===== config.mk =====
export PLATFORM = sky130hd
export DESIGN_NAME = counter_wrap_tracker_flat
export DESIGN_NICKNAME = d
export VERILOG_FILES = /design/src/rtl/counter_wrap_pkg.sv /design/src/rtl/counter_wrap_tracker_if.sv /design/src/rtl/sat_counter.sv /design/src/rtl/counter_wrap_tracker.sv /design/src/flat_wrapper.sv
export SDC_FILE = /design/constraint.sdc
export NUM_CORES = 1
export LEC_CHECK = 0
export CAP_MARGIN = 20
export CORE_ASPECT_RATIO = 0.6
export CORE_MARGIN = 10
export CORE_UTILIZATION = 40
export DETAILED_ROUTE_END_ITERATION = 16
export PLACE_DENSITY = 0.66
export SETUP_SLACK_MARGIN = 0.05
export SLEW_MARGIN = 20
export SYNTH_ARGS = -nofsm -noshare
export SYNTH_HDL_FRONTEND = slang
export SYNTH_HIERARCHICAL = 1
export SYNTH_SLANG_ARGS = --single-unit

===== constraint.sdc =====
create_clock -name clk -period 3 [get_ports clk]
set_clock_uncertainty 0.1 [all_clocks]
set_input_delay 0.6 -clock clk [delete_from_list [all_inputs] [get_ports clk]]
set_output_delay 0.6 -clock clk [all_outputs]
set_load 0.02 [all_outputs]

===== src/rtl/counter_wrap_pkg.sv =====
// Shared types for the counter wrap tracker: FSM states, command opcodes and
// default widths.
package counter_wrap_pkg;

    localparam int CNT_WIDTH_DEF  = 4;
    localparam int WRAP_WIDTH_DEF = 8;

    typedef enum logic [1:0] {
        IDLE    = 2'd0,
        ARMED   = 2'd1,
        PENDING = 2'd2
    } state_t;

    typedef enum logic [1:0] {
        OP_NOP    = 2'd0,
        OP_ARM    = 2'd1,
        OP_DISARM = 2'd2,
        OP_CLEAR  = 2'd3
    } op_t;

endpackage


===== src/rtl/counter_wrap_tracker_if.sv =====
// Command and event handshake bundle for the wrap tracker.
// Both channels are valid/ready: a beat transfers on a rising clk edge where
// valid && ready; the source holds its payload stable while valid && !ready.
interface counter_wrap_tracker_if #(
    parameter int WRAP_WIDTH = 8
) ();

    logic                  cmd_valid;
    logic                  cmd_ready;
    logic [1:0]            cmd_op;
    logic [WRAP_WIDTH-1:0] cmd_threshold;

    logic                  evt_valid;
    logic                  evt_ready;
    logic [WRAP_WIDTH-1:0] evt_wraps;

    modport master (
        output cmd_valid, cmd_op, cmd_threshold, evt_ready,
        input  cmd_ready, evt_valid, evt_wraps
    );

    modport slave (
        input  cmd_valid, cmd_op, cmd_threshold, evt_ready,
        output cmd_ready, evt_valid, evt_wraps
    );

endinterface


===== src/rtl/sat_counter.sv =====
// Saturating up-counter with synchronous zero and load; zero beats load,
// load beats increment, and the count sticks at all-ones.
module sat_counter #(
    parameter int WIDTH = 8
) (
    input  logic             clk,
    input  logic             reset,
    input  logic             zero,
    input  logic             load,
    input  logic [WIDTH-1:0] load_val,
    input  logic             inc,
    output logic [WIDTH-1:0] count
);

    always_ff @(posedge clk) begin
        if (!reset) begin
            count <= '0;
        end else if (zero) begin
            count <= '0;
        end else if (load) begin
            count <= load_val;
        end else if (inc && (count != '1)) begin
            count <= count + WIDTH'(1);
        end
    end

endmodule


===== src/rtl/counter_wrap_tracker.sv =====
// Counts wrap-arounds of a free-running counter and raises a handshaked event
// when an armed threshold is reached. Optional macro: CNT_WRAP_TRACKER_AUTOCLR_EN.
module counter_wrap_tracker
    import counter_wrap_pkg::*;
#(
    parameter int CNT_WIDTH  = CNT_WIDTH_DEF,
    parameter int WRAP_WIDTH = WRAP_WIDTH_DEF
) (
    input  logic                  clk,
    input  logic                  reset,
    input  logic [CNT_WIDTH-1:0]  cnt_value,
    input  logic                  cnt_full,
    output logic                  cnt_clear,
    counter_wrap_tracker_if.slave bus,
    output logic [WRAP_WIDTH-1:0] wraps,
    output state_t                state
);

    state_t                state_q;
    state_t                state_d;
    op_t                   op;
    logic [WRAP_WIDTH-1:0] threshold;
    logic [WRAP_WIDTH-1:0] load_val;
    logic                  cmd_fire;
    logic                  evt_accept;
    logic                  wrap_evt;
    logic                  thr_hit;
    logic                  clear_req;
    logic                  cnt_zero;
    logic                  cnt_load;
    logic                  thr_load;
    logic                  evt_set;

    assign state         = state_q;
    assign op            = op_t'(bus.cmd_op);
    assign bus.cmd_ready = (state_q != PENDING);
    assign cmd_fire      = bus.cmd_valid && bus.cmd_ready;
    assign evt_accept    = bus.evt_valid && bus.evt_ready;

    // A clear already in flight means the counter restarts instead of wrapping.
`ifdef CNT_WRAP_TRACKER_AUTOCLR_EN
    assign wrap_evt = cnt_full && !cnt_clear && !(evt_accept && (cnt_value != '0));
`else
    logic unused_cnt;
    assign unused_cnt = ^cnt_value;
    assign wrap_evt   = cnt_full && !cnt_clear;
`endif

    // Thresholds are never zero in ARMED, so a saturated count cannot match.
    assign thr_hit  = ((wraps + WRAP_WIDTH'(1)) == threshold);
    assign load_val = {{(WRAP_WIDTH-1){1'b0}}, wrap_evt};

    always_ff @(posedge clk) begin
        if (!reset) begin
            state_q <= IDLE;
        end else begin
            state_q <= state_d;
        end
    end

    always_comb begin
        state_d   = state_q;
        clear_req = 1'b0;
        cnt_zero  = 1'b0;
        cnt_load  = 1'b0;
        thr_load  = 1'b0;
        evt_set   = 1'b0;
        case (state_q)
            IDLE, ARMED: begin
                if (cmd_fire && ((op == OP_CLEAR) ||
                                 ((op == OP_ARM) && (bus.cmd_threshold == '0)))) begin
                    cnt_zero  = 1'b1;
                    clear_req = 1'b1;
                    if (op == OP_ARM) begin
                        state_d = IDLE;
                    end
                end else if (cmd_fire && (op == OP_ARM)) begin
                    thr_load  = 1'b1;
                    cnt_zero  = 1'b1;
                    clear_req = 1'b1;
                    state_d   = ARMED;
                end else if (cmd_fire && (op == OP_DISARM)) begin
                    state_d = IDLE;
                end else if ((state_q == ARMED) && wrap_evt && thr_hit) begin
                    state_d = PENDING;
                    evt_set = 1'b1;
                end
            end
            PENDING: begin
                if (evt_accept) begin
                    state_d  = ARMED;
                    cnt_load = 1'b1;
`ifdef CNT_WRAP_TRACKER_AUTOCLR_EN
                    clear_req = 1'b1;
`endif
                end
            end
            default: state_d = IDLE;
        endcase
    end

    always_ff @(posedge clk) begin
        if (!reset) begin
            cnt_clear     <= 1'b0;
            threshold     <= '0;
            bus.evt_valid <= 1'b0;
            bus.evt_wraps <= '0;
        end else begin
            cnt_clear <= clear_req;
            if (thr_load) begin
                threshold <= bus.cmd_threshold;
            end
            if (evt_set) begin
                bus.evt_valid <= 1'b1;
                bus.evt_wraps <= threshold;
            end else if (evt_accept) begin
                bus.evt_valid <= 1'b0;
            end
        end
    end

    sat_counter #(
        .WIDTH (WRAP_WIDTH)
    ) u_wraps (
        .clk      (clk),
        .reset    (reset),
        .zero     (cnt_zero),
        .load     (cnt_load),
        .load_val (load_val),
        .inc      (wrap_evt),
        .count    (wraps)
    );

endmodule


===== src/flat_wrapper.sv =====
// flat-port wrapper written by rule: the top's interface ports become plain ports
module counter_wrap_tracker_flat import counter_wrap_pkg::*;
#(
    parameter int CNT_WIDTH  = CNT_WIDTH_DEF,
    parameter int WRAP_WIDTH = WRAP_WIDTH_DEF
)
  (clk, reset, cnt_value, cnt_full, cnt_clear, wraps, state, bus_cmd_valid, bus_cmd_op, bus_cmd_threshold, bus_evt_ready, bus_cmd_ready, bus_evt_valid, bus_evt_wraps);
  counter_wrap_tracker_if #(.WRAP_WIDTH(WRAP_WIDTH)) bus_i ();
  input  logic clk;
  input  logic reset;
  input  logic [CNT_WIDTH-1:0] cnt_value;
  input  logic cnt_full;
  output logic cnt_clear;
  output logic [WRAP_WIDTH-1:0] wraps;
  output state_t state;
  input wire logic [$bits(bus_i.cmd_valid)-1:0] bus_cmd_valid;
  input wire logic [$bits(bus_i.cmd_op)-1:0] bus_cmd_op;
  input wire logic [$bits(bus_i.cmd_threshold)-1:0] bus_cmd_threshold;
  input wire logic [$bits(bus_i.evt_ready)-1:0] bus_evt_ready;
  output wire logic [$bits(bus_i.cmd_ready)-1:0] bus_cmd_ready;
  output wire logic [$bits(bus_i.evt_valid)-1:0] bus_evt_valid;
  output wire logic [$bits(bus_i.evt_wraps)-1:0] bus_evt_wraps;
  assign bus_i.cmd_valid = bus_cmd_valid;
  assign bus_i.cmd_op = bus_cmd_op;
  assign bus_i.cmd_threshold = bus_cmd_threshold;
  assign bus_i.evt_ready = bus_evt_ready;
  assign bus_cmd_ready = bus_i.cmd_ready;
  assign bus_evt_valid = bus_i.evt_valid;
  assign bus_evt_wraps = bus_i.evt_wraps;
  counter_wrap_tracker #(.CNT_WIDTH(CNT_WIDTH), .WRAP_WIDTH(WRAP_WIDTH)) u_core (.clk(clk), .reset(reset), .cnt_value(cnt_value), .cnt_full(cnt_full), .cnt_clear(cnt_clear), .bus(bus_i), .wraps(wraps), .state(state));
endmodule

Yosys cells after proc, flatten, opt, wreduce, memory -nomap -nowiden
Cells that the tools add are included.
- add/sub/neg operators: 1
- equal/unequal tests: 11
- bitwise logic cells: 1
- reduce and logical (&&, ||, !) cells: 20
- muxes and demuxes: 23
- operator list (kind ; number):
    1-bit 2-to-1 mux ; 16
    2-bit 2-to-1 mux ; 6
    1-bit logical AND ; 10
    8-bit by 1-bit adder with 8-bit output, second input constant ; 1
    8-bit equality test ; 1
    8-bit logical NOT ; 1
    8-bit inequality test, second input constant ; 1
    2-bit equality test, second input constant ; 3
    5-bit by 1-bit inequality test with 1-bit output, second input constant ; 1
    2-bit by 1-bit equality test with 1-bit output, second input constant ; 2
    2-bit case mux with 2 select lines ; 1
    2-bit nonzero test ; 2
    2-bit OR reduction ; 2
    3-bit by 2-bit inequality test with 1-bit output, second input constant ; 1
    3-bit AND reduction ; 1
    3-bit OR reduction ; 1
    2-bit logical NOT ; 1
    2-bit by 1-bit inequality test with 1-bit output, second input constant ; 1
    2-bit inequality test, second input constant ; 1
    1-bit logical NOT ; 1
    1-bit logical OR ; 1
    1-bit NOT ; 1
- logic and storage cells: 63
- input bits: 19
- flip-flop bits (word level): 28

Longest topological paths before layout
Gate-level depths: netlist of run 1.
- depth after elaboration: 10
- gate-level depth with buffers: 7
- gate-level depth less buffers: 7

Modules after synthesis
The synthesis of run 1 kept the hierarchy.
- by module, submodules not included (module ; area each (um^2) ; cells each ; seq. area each (um^2) ; instances):
    counter_wrap_tracker ; 1113.6 ; 124 ; 400.4 ; 1
    sat_counter ; 526.8 ; 64 ; 160.2 ; 1

Least setup slack after synthesis of run 1
No wires, ideal clock.
- path kind: register -> register
- start: register u_core.u_wraps.count[0]
- end: register u_core.state_q[1], in the netlist u_core/state[1]
- path slack: 747 ps
- data arrival time: 2067 ps
- cell stages (with the launch flop): 8
- required time: 2814 ps
- buffers on the path: 0
- cell sequence: dfxtp_1 -> ha_1 -> xnor2_1 -> and4_1 -> nand4b_2 -> a211oi_4 -> nand2_2 -> a221oi_2
- cells in the longest elaborated chain, start to end: 5
- RTL lines (element ; line ; text):
    start: declaration ; sat_counter.sv:12 ; output logic [WIDTH-1:0] count
    start signal: assignment ; sat_counter.sv:21 ; count <= load_val;
    start signal: assignment ; sat_counter.sv:23 ; count <= count + WIDTH'(1);
    8-bit by 1-bit adder with 8-bit output ; counter_wrap_tracker.sv:50 ; assign thr_hit = ((wraps + WRAP_WIDTH'(1)) == threshold);
    8-bit equality test ; counter_wrap_tracker.sv:50 ;
    1-bit logical AND ; counter_wrap_tracker.sv:84 ; end else if ((state_q == ARMED) && wrap_evt && thr_hit) begin
    5-bit by 1-bit inequality test with 1-bit output (no line) ; - ;
    3-bit AND reduction (no line) ; - ;
    end signal: assignment ; counter_wrap_tracker.sv:57 ; state_q <= state_d;
    end: declaration ; counter_wrap_tracker.sv:19 ; state_t state_q;
Every way passes these cells.
A chain may end at the register's enable or synchronous reset.

Worst setup path after layout of run 1
- start: register u_core.u_wraps.count[1]
- end: register u_core.state_q[1], in the netlist u_core/state[1]
The elaborated chain is that of the path after synthesis.

==> impl_metrics.yaml, run 1 <==
synth:
  avgSynthCellArea_um2: 8.73
  ys_top_cells_by_count: "28 x dfxtp_1, 15 x o21ai_0, 14 x nor2_1"
  ys_seq_elements: 28
  netlist_area_um2: 1640
  synth_top_family_by_area: "simple AND/OR/NAND/NOR gates"
  synth_cells: 188
  yosysMostFrequentCell: "dfxtp_1"
  synth_top_area_cell: "dfxtp_1"
  synth-async-reset-ratio: 0
  synth_edf_count: 0
  synth_cell_types: 54
  synth_compound_area_frac: 0.225
  synth_xor_area_frac: 0.0420
  seq_area_frac_synth: 0.342
  yosysWarnings: 6
  synth.top_cell.area_share: 0.342
  synth_ff_type: "dfxtp_1"
  synth_simple_gate_area_frac: 0.295
  synthMuxAreaShare: 0.0488
  synthAdderAreaFrac: 0.0153
  ys_top_cells_by_area: "dfxtp_1 34%, mux2i_1 4.9%, o21ai_0 4.6%"
drt:
  routedWlPerCell_um: 17.0
  vias: 1619
  viasPerCell: 5.80
  dr.pass1.iters: 4
  wl_mm: 4.75
  ant_nets: 0
  drt_iter0_drc: 161
  drc: 0
finish:
  area_growth_pct: 30.5
  antennaDiodeCount: 0
  fin_area_um2: 2140
  final_cells: 279
  drive_gt1_frac: 0.0948
  postLayoutCoreUtil: 0.562
  fin_nets: 254
setup_path:
  crit_slowest_cell: "dfxtp_1"
  endpoint_kind: "register"
  worstSetupStartpoint: "u_core/u_wraps/count[1]$_SDFFE_PP0P_"
  cpPeakStageDelay_ns: 0.55
  crit_required_ns: 3.09
  reg2reg_slack_ns: 0.57
  r2r_end: "u_core/state[1]$_SDFFE_PN0P_"
  startpoint_type: "register"
  setup.worst_path.end: "u_core/state[1]$_SDFFE_PN0P_"
  worst-setup-path-type: "reg2reg"
  crit_path_cell_trace: "ha_1 -> xnor2_1 -> and4_1 -> nand4b_2 -> a211oi_4 -> nand2_2 -> a221oi_2"
  worst_r2r_path_depth: 7
  reg2reg_from: "u_core/u_wraps/count[1]$_SDFFE_PP0P_"
  crit_arrival_ns: 2.52
  cp_max_fo: 10
timing:
  finalSetupViolCount: 0
  worst_slack_ns: 0.574
  slew-limit-headroom: 0.590
  hold_violations: 0
  fmax_ghz: 0.412
  worst_pin_slew_ns: 0.599
  rsz0062_at_grt: "no"
  finalCritPeriodShare: 0.809
  setup-tns-final_ns: 0
  slew_violations: 0
  whs_ns: 0.378
  layout_min_cycle_time_ns: 2.43
die:
  initial_utilization: 0.431
  dieHeight_um: 69.6
  io_pins: 40
  fp.dieW_um: 103
  dieArea_um2: 7150
  num_rows: 17
  placeableCoreArea_um2: 3810
placement:
  gp_congestion: 0.918
  dpl.hpwl_mm: 3.67
  numPortBuffers: 35
  dp.cells: 275
  place_ws_ns: 0.308
  placed_area_um2: 2090
job:
  cap_viol_max_count: 0
global_route:
  grt_max_degree: 20
  antenna_found_initial: 0
  grt_pass1_vias: 1574
  grt_overflow: 0
  grt.total_usage: 0.130
  grt_pass1_wl_mm: 7.60
cts:
  clk_pin_slew_worst_paths_ns: 0.10
  cts.repair.resized: 0
  postCtsSetupBuffers: 0
  cts_hold_buf: 0
  cts-htree-levels: 1
  clockBufferDepth: 2
  cts_tree: "built"
  numCtsBuffers: 3
  root_buffer: "clkbuf_8"
  clkSinkCount: 28
  clock_latency_ns: 0.28
power:
  ir_drop_mv: 0.153
  power.density_nw_per_um2: 339
  total_leakage_power_nw: 0.696
  power_mw: 0.726
run_status:
  status: "completed"
hold_path:
  whs_path_depth: 2
  hp-class: "reg2reg"
[power breakdown]
part / total, mW / switching, mW / internal, mW
sequential: 0.387 / 0.00908 / 0.378
clock: 0.241 / 0.123 / 0.118
combinational: 0.0982 / 0.0504 / 0.0478
total: 0.726 / 0.182 / 0.544
[how the worst min path moves through the flow]
| stage | start | end | slack (ns) |
|---|---|---|---|
| after floorplan | u_core/threshold[0]$_SDFFE_PN0P_ | u_core/bus.evt_wraps[0]$_SDFFE_PN0P_ | 0.37 |
| after global placement | u_core/bus.evt_wraps[2]$_SDFFE_PN0P_ | u_core/bus.evt_wraps[2]$_SDFFE_PN0P_ | 0.36 |
| after detailed placement | u_core/bus.evt_wraps[2]$_SDFFE_PN0P_ | u_core/bus.evt_wraps[2]$_SDFFE_PN0P_ | 0.36 |
| after CTS | u_core/bus.evt_wraps[2]$_SDFFE_PN0P_ | u_core/bus.evt_wraps[2]$_SDFFE_PN0P_ | 0.38 |
| after global routing | u_core/bus.evt_wraps[7]$_SDFFE_PN0P_ | u_core/bus.evt_wraps[7]$_SDFFE_PN0P_ | 0.41 |
| final | u_core/bus.evt_wraps[2]$_SDFFE_PN0P_ | u_core/bus.evt_wraps[2]$_SDFFE_PN0P_ | 0.38 |
[cell type report]
| type | instances | area, um^2 |
|---|---|---|
| fillers | 340 | 1670 |
| clock buffers | 4 | 55.1 |
| inverters | 5 | 18.8 |
| repair buffers | 40 | 388 |
| well taps | 47 | 58.8 |
| flip-flops and latches | 28 | 561 |
| multi-input cells | 155 | 1060 |
[placed cells by master, fill, tap and decap left out, types with 4 or more instances in the layout]
cell type / count
xnor2_1: 5
mux2i_1: 8
nor4_1: 4
and3_1: 5
nor3b_1: 4
clkbuf_8: 4
a21oi_1: 12
nand2_1: 4
buf_4: 5
o21ai_0: 15
clkdlybuf4s50_1: 35
nand3_1: 13
nor2_1: 14
nor3_1: 5
nor2b_1: 5
conb_1: 7
dfxtp_1: 28
a311oi_1: 4
nand2b_1: 6
[per-layer routing]
metal | vias to the layer above | global-route usage | share of wire
met5 | - | 0 | 0
met4 | 0 | 0.0386 | 0.013
met3 | 7 | 0.0506 | 0.11
met2 | 71 | 0.190 | 0.42
met1 | 744 | 0.170 | 0.45
li1 | 797 | - | -
[state kept, by name, summed over array words and instances, names as in the netlist]
name and cells:
u_core/cnt_clear 1, u_core/threshold 8, u_core/u_wraps/count 8, u_core/bus.evt_wraps 8
u_core/bus.evt_valid 1, u_core/state 2
[critical path, delay by kind of cell, from the launching register on]
family,cells,cell delay [ns]
AND/OR/NAND/NOR,3,0.52
XOR/XNOR,1,0.12
flip-flops,1,0.55
adder cells (fa/ha/maj),1,0.31
AO/OA/AOI/OAI,2,0.72
[cells by family (layout without fill, tap and decap cells)]
group	Yosys count	in the layout
muxes	8	8
AOI/OAI and AO/OA	51	51
buffers and inverters	11	49
other	1	7
DFF	28	28
and+or+nand+nor	80	80
adders and majority gates	2	2
xor gates and xnor gates	7	7
No activity file was read; power rests on OpenSTA's default activity.
==> run 2, diff against run 1 <==
==> constraint.sdc (replaced) <==
create_clock -name clk -period 2.5 [get_ports clk]
set_clock_uncertainty 0.1 [all_clocks]
set_input_delay 0.5 -clock clk [delete_from_list [all_inputs] [get_ports clk]]
set_output_delay 0.5 -clock clk [all_outputs]
set_load 0.02 [all_outputs]
==> impl_metrics.yaml, run 2 (same netlist as run 1, synthesis figures left out) <==
die:
  dieHeight_um: 69.6
  num_rows: 17
  fp.dieW_um: 103
  io_pins: 40
  dieArea_um2: 7150
  initial_utilization: 0.431
  placeableCoreArea_um2: 3810
placement:
  numPortBuffers: 35
  dpl.hpwl_mm: 3.49
  gp_congestion: 0.875
  placed_area_um2: 2110
power:
  power.density_nw_per_um2: 386
  ir_drop_mv: 0.181
  total_leakage_power_nw: 0.702
setup_path:
  endpoint_kind: "register"
  reg2reg_from: "u_core/u_wraps/count[3]$_SDFFE_PP0P_"
  cp_max_fo: 10
  crit_arrival_ns: 2.28
  crit_required_ns: 2.59
  crit_path_cell_trace: "clkdlybuf4s50_1 -> nor2b_1 -> and4_1 -> nand4b_2 -> a211oi_4 -> buf_12 -> nand2_2 -> a221oi_2"
  startpoint_type: "input pin"
  worst_r2r_path_depth: 7
  r2r_end: "u_core/state[0]$_SDFFE_PN0P_"
  reg2reg_slack_ns: 0.38
  critPathTopFamily: "simple AND/OR/NAND/NOR gates"
  worst-setup-path-type: "in2reg"
  crit_slowest_cell: "clkdlybuf4s50_1"
  cp_num_buf_inv: 2
  cpPeakStageDelay_ns: 0.46
finish:
  postLayoutCoreUtil: 0.566
  layout_commonest_cell: "clkdlybuf4s50_1"
  antennaDiodeCount: 0
  fin_area_um2: 2150
  drive_gt1_frac: 0.0987
  n_fill_cell: 335
  mostFrequentLayoutCells: "35 x clkdlybuf4s50_1, 28 x dfxtp_1, 15 x o21ai_0, 14 x nor2_1, 13 x nand3_1"
  top_regs: "u_core/bus.evt_wraps: 8 flops, u_core/threshold: 8 flops, u_core/u_wraps/count: 8 flops"
  area_growth_pct: 31.4
  fin_nets: 256
drt:
  vias: 1623
  drc: 0
  dr.pass1.iters: 5
  ant_nets: 0
  viasPerCell: 5.80
  routedWlPerCell_um: 16.1
  wl_mm: 4.51
  drt_iter0_drc: 129
cts:
  cts_tree: "built"
  cts-htree-levels: 1
  clockBufferDepth: 2
  clk_pin_slew_worst_paths_ns: 0.10
  numCtsBuffers: 3
  root_buffer: "clkbuf_8"
  clock_latency_ns: 0.27
  cts_hold_buf: 0
  cts.repair.resized: 0
  postCtsSetupBuffers: 0
  clkSinkCount: 28
global_route:
  grt_max_degree: 20
  grt_pass1_wl_mm: 7.33
  antenna_found_initial: 0
  grt_overflow: 0
  grt_pass1_vias: 1464
  grt.total_usage: 0.124
timing:
  worst_pin_slew_ns: 0.687
  rsz0062_at_grt: "no"
  layout_min_cycle_time_ns: 2.18
  slew-limit-headroom: 0.538
  fmax_ghz: 0.458
  slew_violations: 0
  hold_violations: 0
  finalCritPeriodShare: 0.873
  setup-tns-final_ns: 0
  finalSetupViolCount: 0
hold_path:
  min_from: "u_core/bus.evt_wraps[2]$_SDFFE_PN0P_"
  hp-class: "reg2reg"
  holdPathEnd: "u_core/bus.evt_wraps[2]$_SDFFE_PN0P_"
  whs_path_depth: 2
job:
  cap_viol_max_count: 0
run_status:
  status: "completed"
-- run 2: cell types whose count changed in the layout (fill, tap and decap cells not counted), sizes merged --
cell    change
buf         +2
clkbuf      -1
-- run 2: where the power goes --
group | internal (mW) | total, mW | switching (mW)
clock network | 0.108 | 0.247 | 0.139
registers | 0.454 | 0.462 | 0.00790
logic | 0.0596 | 0.122 | 0.0625
-- run 2: per-stage QoR --
stage / power, mW / std cells / hold slack, ns / worst slack (ns)
2_1_floorplan: 0.538 / 194 / 0.372 / 0.247
3_3_place_gp: 0.590 / 277 / 0.359 / 0.0720
3_5_place_dp: 0.593 / 277 / 0.366 / 0.0489
4_1_cts: 0.838 / 280 / 0.379 / 0.334
5_1_grt: 0.868 / 280 / 0.405 / 0.178
6_report: 0.831 / 280 / 0.379 / 0.318
-- run 2: worst register-to-register path, cell delays in order (launching register included) --
cell,delay [ns]
dfxtp_1,0.59
nand2_2,0.15
o221a_1,0.30
a311oi_2,0.38
a211oi_4,0.12
buf_12,0.16
o21ai_1,0.12
and3_1,0.16
-- run 2: worst max path at each step --
stage | cells past startpoint | slack [ns] | startpoint | end
6_report | 8 | 0.32 | cnt_full | u_core/state[1]$_SDFFE_PN0P_
5_1_grt | 8 | 0.18 | cnt_full | u_core/state[1]$_SDFFE_PN0P_
4_1_cts | 1 | 0.33 | u_core/u_wraps/count[3]$_SDFFE_PP0P_ | wraps[3]
3_5_place_dp | 8 | 0.05 | cnt_full | u_core/state[1]$_SDFFE_PN0P_
3_3_place_gp | 8 | 0.07 | cnt_full | u_core/state[1]$_SDFFE_PN0P_
2_1_floorplan | 7 | 0.25 | u_core/u_wraps/count[0]$_SDFFE_PP0P_ | u_core/state[1]$_SDFFE_PN0P_
-- run 2: area by class of cell --
| class | count | area, um^2 | area share |
|---|---|---|---|
| tap | 47 | 58.8 | 0.0273 |
| clock buffer | 3 | 41.3 | 0.0192 |
| inverter | 5 | 18.8 | 0.00871 |
| sequential | 28 | 561 | 0.260 |
| multi-input combinational | 155 | 1060 | 0.492 |
| timing repair buffer | 42 | 415 | 0.193 |
-- run 2: metal layers --
| metal | wire, um | GRT usage | part of all wire | vias up |
|---|---|---|---|---|
| li1 | - | - | - | 807 |
| met1 | 2260 | 0.181 | 0.50 | 762 |
| met2 | 1790 | 0.165 | 0.40 | 52 |
| met3 | 441 | 0.0516 | 0.098 | 2 |
| met4 | 19 | 0.0201 | 0.0042 | 0 |
| met5 | 0 | 0 | 0 | - |
==> run 3, diff against run 2 <==
--- a/config.mk
+++ b/config.mk
@@ -12,7 +12,7 @@
 export DETAILED_ROUTE_END_ITERATION = 16
 export PLACE_DENSITY = 0.66
 export SETUP_SLACK_MARGIN = 0.05
-export SLEW_MARGIN = 20
+export SLEW_MARGIN = 15
 export SYNTH_ARGS = -nofsm -noshare
 export SYNTH_HDL_FRONTEND = slang
 export SYNTH_HIERARCHICAL = 1
==> results of run 3 <==
The final DEF is identical to that of run 2; final timing and power are the same.
